**config.mk**
```make
export PLATFORM = sky130hd
export DESIGN_NAME = uart_tx_arbiter
export DESIGN_NICKNAME = d
export VERILOG_FILES = /design/src/rtl/uart_tx_arbiter.sv
export SDC_FILE = /design/constraint.sdc
export NUM_CORES = 1
export LEC_CHECK = 0
export BUFFER_PORTS_ARGS = -buffer_cell sky130_fd_sc_hd__buf_4
export CAP_MARGIN = 20
export CORE_MARGIN = 8
export CORE_UTILIZATION = 44
export DETAILED_ROUTE_END_ITERATION = 8
export PLACE_DENSITY_LB_ADDON = 0.1
export SYNTH_ARGS = -nofsm -noshare
export SYNTH_HDL_FRONTEND = slang
export SYNTH_SLANG_ARGS = --single-unit
```
**constraint.sdc**
```tcl
create_clock -name clk -period 2.6 [get_ports clk]
set_input_delay 0.26 -clock clk [delete_from_list [all_inputs] [get_ports clk]]
set_output_delay 0.26 -clock clk [all_outputs]
set_load 0.05 [all_outputs]
```
**src/rtl/uart_tx_arbiter.sv**
```systemverilog
// Round-robin arbiter sharing one AXI4-Lite UART Lite TX FIFO between N_REQ byte sources.
// Define UART_FIFO_RST_EN to clear the core FIFOs (CTRL=0x03) once after reset.
module uart_tx_arbiter #(
  parameter int N_REQ    = 4,
  parameter int ADDR_W   = 4,
  parameter int POLL_GAP = 16
) (
  input  logic                 clk,
  input  logic                 rst,
  input  logic [N_REQ-1:0]     req_valid,
  input  logic [8*N_REQ-1:0]   req_data,
  output logic [N_REQ-1:0]     req_ready,
  output logic [ADDR_W-1:0]    awaddr,
  output logic                 awvalid,
  input  logic                 awready,
  output logic [7:0]           wdata,
  output logic                 wvalid,
  input  logic                 wready,
  input  logic [1:0]           bresp,
  input  logic                 bvalid,
  output logic                 bready,
  output logic [ADDR_W-1:0]    araddr,
  output logic                 arvalid,
  input  logic                 arready,
  input  logic [7:0]           rdata,
  input  logic                 rvalid,
  output logic                 rready,
  output logic                 err
);

  localparam int IW = $clog2(N_REQ);
  localparam int CW = $clog2(POLL_GAP + 1);

  typedef enum logic [2:0] {
    S_IDLE,
    S_POLL_AR,
    S_POLL_R,
    S_WAIT,
    S_GRANT,
    S_WR,
    S_RESP
`ifdef UART_FIFO_RST_EN
    , S_INIT
`endif
  } state_t;

  state_t        state;
  state_t        nxt;
  logic [IW-1:0] ptr;
  logic [IW-1:0] gidx;
  logic [IW:0]   sum;
  logic          found;
  logic [7:0]    tx_byte;
  logic          aw_done;
  logic          w_done;
  logic [CW-1:0] cnt;
  logic          err_seen;
  logic          ctrl_wr;
  logic          unused_rdata;

  assign unused_rdata = ^{rdata[7:4], rdata[2:0]};

  // Scan downward so the lowest offset from ptr wins.
  always_comb begin
    found = 1'b0;
    gidx  = ptr;
    sum   = '0;
    for (int k = N_REQ - 1; k >= 0; k--) begin
      sum = {1'b0, ptr} + (IW+1)'(k);
      if (sum >= (IW+1)'(N_REQ))
        sum = sum - (IW+1)'(N_REQ);
      if (req_valid[sum[IW-1:0]]) begin
        found = 1'b1;
        gidx  = sum[IW-1:0];
      end
    end
  end

  always_ff @(posedge clk or posedge rst) begin
    if (rst) begin
`ifdef UART_FIFO_RST_EN
      state   <= S_INIT;
      ctrl_wr <= 1'b1;
`else
      state   <= S_IDLE;
      ctrl_wr <= 1'b0;
`endif
      ptr      <= '0;
      tx_byte  <= '0;
      aw_done  <= 1'b0;
      w_done   <= 1'b0;
      cnt      <= '0;
      err_seen <= 1'b0;
    end else begin
      state <= nxt;
      if (state == S_GRANT && found) begin
        tx_byte <= req_data[8*gidx +: 8];
        ptr     <= (gidx == IW'(N_REQ - 1)) ? '0 : gidx + 1'b1;
      end
`ifdef UART_FIFO_RST_EN
      if (state == S_INIT)
        tx_byte <= 8'h03;
`endif
      if (state == S_WR) begin
        if (awvalid && awready) aw_done <= 1'b1;
        if (wvalid && wready)   w_done  <= 1'b1;
      end else begin
        aw_done <= 1'b0;
        w_done  <= 1'b0;
      end
      cnt <= (state == S_WAIT) ? cnt + 1'b1 : '0;
      if (state == S_RESP && bvalid) begin
        ctrl_wr <= 1'b0;
        if (bresp != 2'b00) err_seen <= 1'b1;
      end
    end
  end

  always_comb begin
    nxt = state;
    unique case (state)
      S_IDLE:    if (|req_valid) nxt = S_POLL_AR;
      S_POLL_AR: if (arready) nxt = S_POLL_R;
      S_POLL_R:  if (rvalid) nxt = rdata[3] ? S_WAIT : S_GRANT;
      S_WAIT:    if (cnt == CW'(POLL_GAP - 1)) nxt = S_POLL_AR;
      S_GRANT:   nxt = found ? S_WR : S_IDLE;
      S_WR:      if ((aw_done || awready) && (w_done || wready)) nxt = S_RESP;
      S_RESP:    if (bvalid) nxt = S_IDLE;
`ifdef UART_FIFO_RST_EN
      S_INIT:    nxt = S_WR;
`endif
      default:   nxt = S_IDLE;
    endcase
  end

  always_comb begin
    req_ready = '0;
    awaddr    = '0;
    awvalid   = 1'b0;
    wvalid    = 1'b0;
    bready    = 1'b0;
    araddr    = '0;
    arvalid   = 1'b0;
    rready    = 1'b0;
    unique case (state)
      S_POLL_AR: begin
        arvalid = 1'b1;
        araddr  = ADDR_W'(8);
      end
      S_POLL_R: rready = 1'b1;
      S_GRANT:  req_ready[gidx] = found;
      S_WR: begin
        awvalid = !aw_done;
        wvalid  = !w_done;
        awaddr  = ctrl_wr ? ADDR_W'(12) : ADDR_W'(4);
      end
      S_RESP:   bready = 1'b1;
      default: ;
    endcase
  end

  assign wdata = tx_byte;
  assign err   = err_seen;

endmodule

```
# ---- After elaboration in Yosys (flattened, before gate mapping)
# Index checks and enable logic that the tools add are counted.
dict set report classes {
  add_sub_neg 9
  mul 0
  n_div 0
  magnitude_cmp 10
  eq_ne 16
  shifts 1
  n_mux 45
  n_bitwise 1
  reduce_logical 15
}
# cell count
set ops {}
lappend ops {{32-bit by 6-bit indexed part select with 8-bit output} 1}
lappend ops {{3-bit 2-to-1 mux} 9}
lappend ops {{3-bit case mux with 7 select lines} 1}
lappend ops {{1-bit 2-to-1 mux} 18}
lappend ops {{2-bit 2-to-1 mux} 9}
lappend ops {{2-bit by 3-bit less-than comparator with 1-bit output, second input constant} 5}
lappend ops {{3-bit equality test, second input constant} 3}
lappend ops {{3-bit >= comparator, second input constant} 3}
lappend ops {{1-bit binary-select mux with 2-bit select} 4}
lappend ops {{4-bit 2-to-1 mux} 2}
lappend ops {{2-bit by 1-bit inequality test with 1-bit output, second input constant} 4}
lappend ops {{2-bit inequality test, second input constant} 4}
lappend ops {{2-bit by 1-bit subtractor with 2-bit output, second input constant} 4}
lappend ops {{2-bit by 2-bit adder with 3-bit output, second input constant} 2}
lappend ops {{3-bit by 2-bit equality test with 1-bit output, second input constant} 2}
lappend ops {{1-bit logical AND} 6}
lappend ops {{6-bit AND reduction} 1}
lappend ops {{5-bit by 1-bit adder with 5-bit output, second input constant} 1}
lappend ops {{5-bit by 4-bit equality test with 1-bit output, second input constant} 1}
lappend ops {{5-bit 2-to-1 mux} 1}
lappend ops {{4-bit AND} 1}
lappend ops {{4-bit OR reduction} 1}
lappend ops {{2-bit by 1-bit adder with 3-bit output, second input constant} 1}
lappend ops {{3-bit by 1-bit equality test with 1-bit output, second input constant} 1}
lappend ops {{other kinds (10)} 12}
dict set report totals {
  regBits 21
  latch_bits 0
  mem_bits_rw 0
  rom_bits 0
  input_bits 53
  out_inout_bits 26
  elab_cells 104
  memories 0
}

# ---- Depth between registers and ports, before layout
dict set report logic_depth {
  depth_word 15
  ltp_mapped 8
  ltp_nobuf 8
}

# ---- Worst setup path before layout
# No wires, ideal clock.
dict set report synth_path {
  path_type {reg2out}
  from {register state[2]}
  to {output port req_ready[2]}
  t_arrival_ns 2.051
  t_required_ns 2.340
  path_slack_ns 0.289
  stages_incl_launch_ff 8
  n_path_buf 3
  path_cell_list {dfrtp_1 > clkbuf_1 > nor2b_1 > and2_1 > buf_6 > and2_4 > buf_6 > nor2b_1}
}
dict set report synth_via {
  elab_chain_len 2
}
# element line_no
set synth_lines {}
lappend synth_lines {{from (decl)} 47} ;# state_t state;
lappend synth_lines {{from (signal assigned)} 95} ;# state <= nxt;
lappend synth_lines {{3-bit equality test} 145} ;# unique case (state)
lappend synth_lines {{4-bit 2-to-1 mux} 145}
lappend synth_lines {{to (decl)} 12} ;# output logic [N_REQ-1:0] req_ready,
# Every way passes these cells.

# ---- Final worst setup path
dict set report layout_path {
  from {register ptr[1]}
  to {output port req_ready[2]}
}
dict set report layout_via {
  elab_chain_len 15
  word_cells_on_any_way 38
  classes_between {7 x add/sub; 6 x order compare; 23 x mux; 1 x bitwise; 1 x reduce/logical}
}
# element line_no
set layout_lines {}
lappend layout_lines {{from (decl)} 49} ;# logic [IW-1:0] ptr;
lappend layout_lines {{from (signal assigned)} 98} ;# ptr <= (gidx == IW'(N_REQ - 1)) ? '0 : gidx + 1'b1;
lappend layout_lines {{2-bit by 2-bit adder with 3-bit output} 69} ;# sum = {1'b0, ptr} + (IW+1)'(k);
lappend layout_lines {{3-bit >= comparator or 2-bit by 1-bit subtractor with 2-bit output (tied branches)} {70, 71}}
lappend layout_lines {{2-bit 2-to-1 mux} 70} ;# if (sum >= (IW+1)'(N_REQ))
lappend layout_lines {{1-bit binary-select mux with 2-bit select} 72} ;# if (req_valid[sum[IW-1:0]]) begin
lappend layout_lines {{1-bit 2-to-1 mux (implied by the code)} 72}
lappend layout_lines {{2-bit 2-to-1 mux (4 in a row)} 72}
lappend layout_lines {{2-bit by 3-bit less-than comparator with 1-bit output (implied by the code) or 2-bit by 1-bit >= comparator with 1-bit output (tied branches)} 151} ;# S_GRANT: req_ready[gidx] = found;
lappend layout_lines {{1-bit logical AND (implied by the code)} 151}
lappend layout_lines {{1-bit 2-to-1 mux (implied by the code)} 151}
lappend layout_lines {{1-bit demux with 2-bit select} 151}
lappend layout_lines {{4-bit AND (no line) (*)} -}
lappend layout_lines {{4-bit 2-to-1 mux (*)} 145}
# Every way passes the cells marked *; elsewhere a longest branch is shown, timed or not. The select of a mux whose other input is x is not followed.

==> results.ini <==
[status]
status=finished clean

[yosys]
synth_area_leader_cell=dfrtp_1
synth_warnings=0
synth_top_area_frac=0.371
synth_area_sq_um=1420
synthTopCellsByArea=dfrtp_1 37%, mux2i_1 9.9%, a221oi_2 7.4%, nor2_1 5.8%, buf_4 4.2%
syn_inst=143
avgSynthCellArea_sq_um=9.91
async_flop_share=1.00
yosysSeqAreaShare=0.371
synth_edf_count=0
ys_dominant_reg_cell=dfrtp_1
ys_ff_latch=21
synth_cell_types=41

[die]
dieArea_sq_um=5290
io_pins=79
die_h_microns=72.8
rows=20
initial_core_util=0.464
fp.dieW_microns=72.8
core_area_sq_um=3050

[layout]
nNetsFinal=263
finalInstanceArea_sq_um=1930
final_common_cell=buf_4
drive_gt1_frac=0.413
antenna-diode-count=0
final_util=0.632
area_growth_pct=36.2
layout_common_cells=67 x buf_4, 22 x nor2_1, 21 x dfrtp_1
final_cells=250

[timing]
max_freq_mhz=422
finClkSkew_ns=0.0122
holdWs_ns=0.0906
final_max_slew_viol_count=0
rsz0062_at_grt=false
finalSetupViolations=0
tns_ns=0
timing.final.crit_period_ns=2.37
worstMarginPinSlew_ns=0.792
relSlewSlack=0.472
finalHoldViolations=0
layout_setup_ws_ns=0.232
min_period_over_period=0.911

[drt]
m1WireLength_microns=1530
finalWirelength_microns=3690
drc=0
drtIter0Drc=79
wl_per_cell_microns=14.7
met3_length_microns=224
first_pass_iters=4
via_per_inst=5.03
top_layer=met4
vias=1257
dr_wl_met2_microns=1890
ant_nets=0

[pwr]
peakVddDrop_mv=0.558
p_per_area_nw_per_um2=1020
total_power_mw=1.97
p_leak_nw=0.973

[global_route]
grt_max_degree=22
grt_pass1_vias=1356
grt_pass1_wl_microns=6110
gr-total-overflow=0
track_usage=0.143
antenna_found_initial=0

[clock_network]
cts_tree=done
ctsRootBufferMaster=clkbuf_4
cts_setup_buffers=0
cts_buffers=3
cts_sinks=21
cts_buffer_depth=2
clk-insertion-delay-late_ns=0.30
clk_pin_slew_ns=0.13
htree_levels=1

[worst_hold_path]
hold_path_class=input pin to asynchronous set/reset pin

[placed_design]
place_area_sq_um=1900
place_inst=246
dp_hpwl_microns=3010
dp_slack_ns=0.512
portBuffers=65
gp_congestion=0.787

[worst_setup_path]
worstPathArrival_ns=2.11
worst_setup_path_end_kind=primary output
criticalPathCategory=register to primary output
required_ns=2.34
path_max_fanout=8
crit_path_start_kind=register

[run]
drv_cap=0

cells in the mapped netlist (all sizes together), types with 2 or more instances:
cell type  instances
clkbuf             2
and2               4
nand2b             3
o21ai              6
dfrtp             21
nor2b              6
buf               11
a221oi             7
nand2              7
nor3               4
a211oi             2
inv                6
a21oi              3
and3               3
mux2i             14
nor3b              2
nor2              23
ha                 3
o41ai              2
layout make-up:
type	instances	area, sq um
inverter	6	22.5
tap	44	55.1
timing repair buffer	67	503
clock buffer	4	26.3
multi-input combinational	108	798
fill	305	1120
sequential	21	526
cell families (layout without fill, tap and decap cells):
kind of cell             Yosys count  after routing  share of synthesized area
flip-flops                        21             21                      0.371
adder cells (fa/ha/maj)            3              3                     0.0265
other                              1              6                    0.00265
AO/OA/AOI/OAI                     26             26                      0.180
multiplexers                      16             16                      0.125
XOR/XNOR                           2              2                     0.0124
buffers and inverters             19             77                     0.0830
AND/OR/NAND/NOR                   55             55                      0.199
critical path: stages (launching register included):
cell,delay [ns]
dfrtp_1,0.46
inv_2,0.09
nor3b_2,0.05
o41ai_4,0.50
and2_4,0.33
nor2b_1,0.16
buf_4,0.21
flip-flops by register name, summed over array words and instances (netlist names):
register and count:
ptr 2, wdata 8, err 1, w_done 1
cnt 5, aw_done 1, state 3
worst paths after layout:
path	from	end	slack (ns)	depth (start not counted)
max	ptr[1]	req_ready[2]	0.23	6
min	rst	w_done	0.09	2
max reg2reg	ptr[1]	wdata[2]	0.57	5
min reg2reg	cnt[0]	cnt[0]	0.48	1
max in group asynchronous	rst	ptr[1]	2.00	2
min in group clk	rdata[3]	state[2]	0.15	2
power breakdown:
group,internal (mW),total [mW],switching [mW]
combinational,0.460,1.25,0.790
sequential,0.445,0.561,0.116
clock,0.0597,0.159,0.0995
total,0.965,1.97,1.01
timing repair:
| item | CTS | global route |
|---|---|---|
| setup endpoints to repair | 0 | 1 |
| resized for setup | 0 | 1 |
| hold buffers | 0 | 0 |
layer usage:
metal / GRT usage / up-vias
met5: 0 / -
met4: 0.0467 / 0
met3: 0.0371 / 4
met2: 0.246 / 39
met1: 0.167 / 589
li1: - / 625
Note: power is estimated with default switching activity, not from simulation.
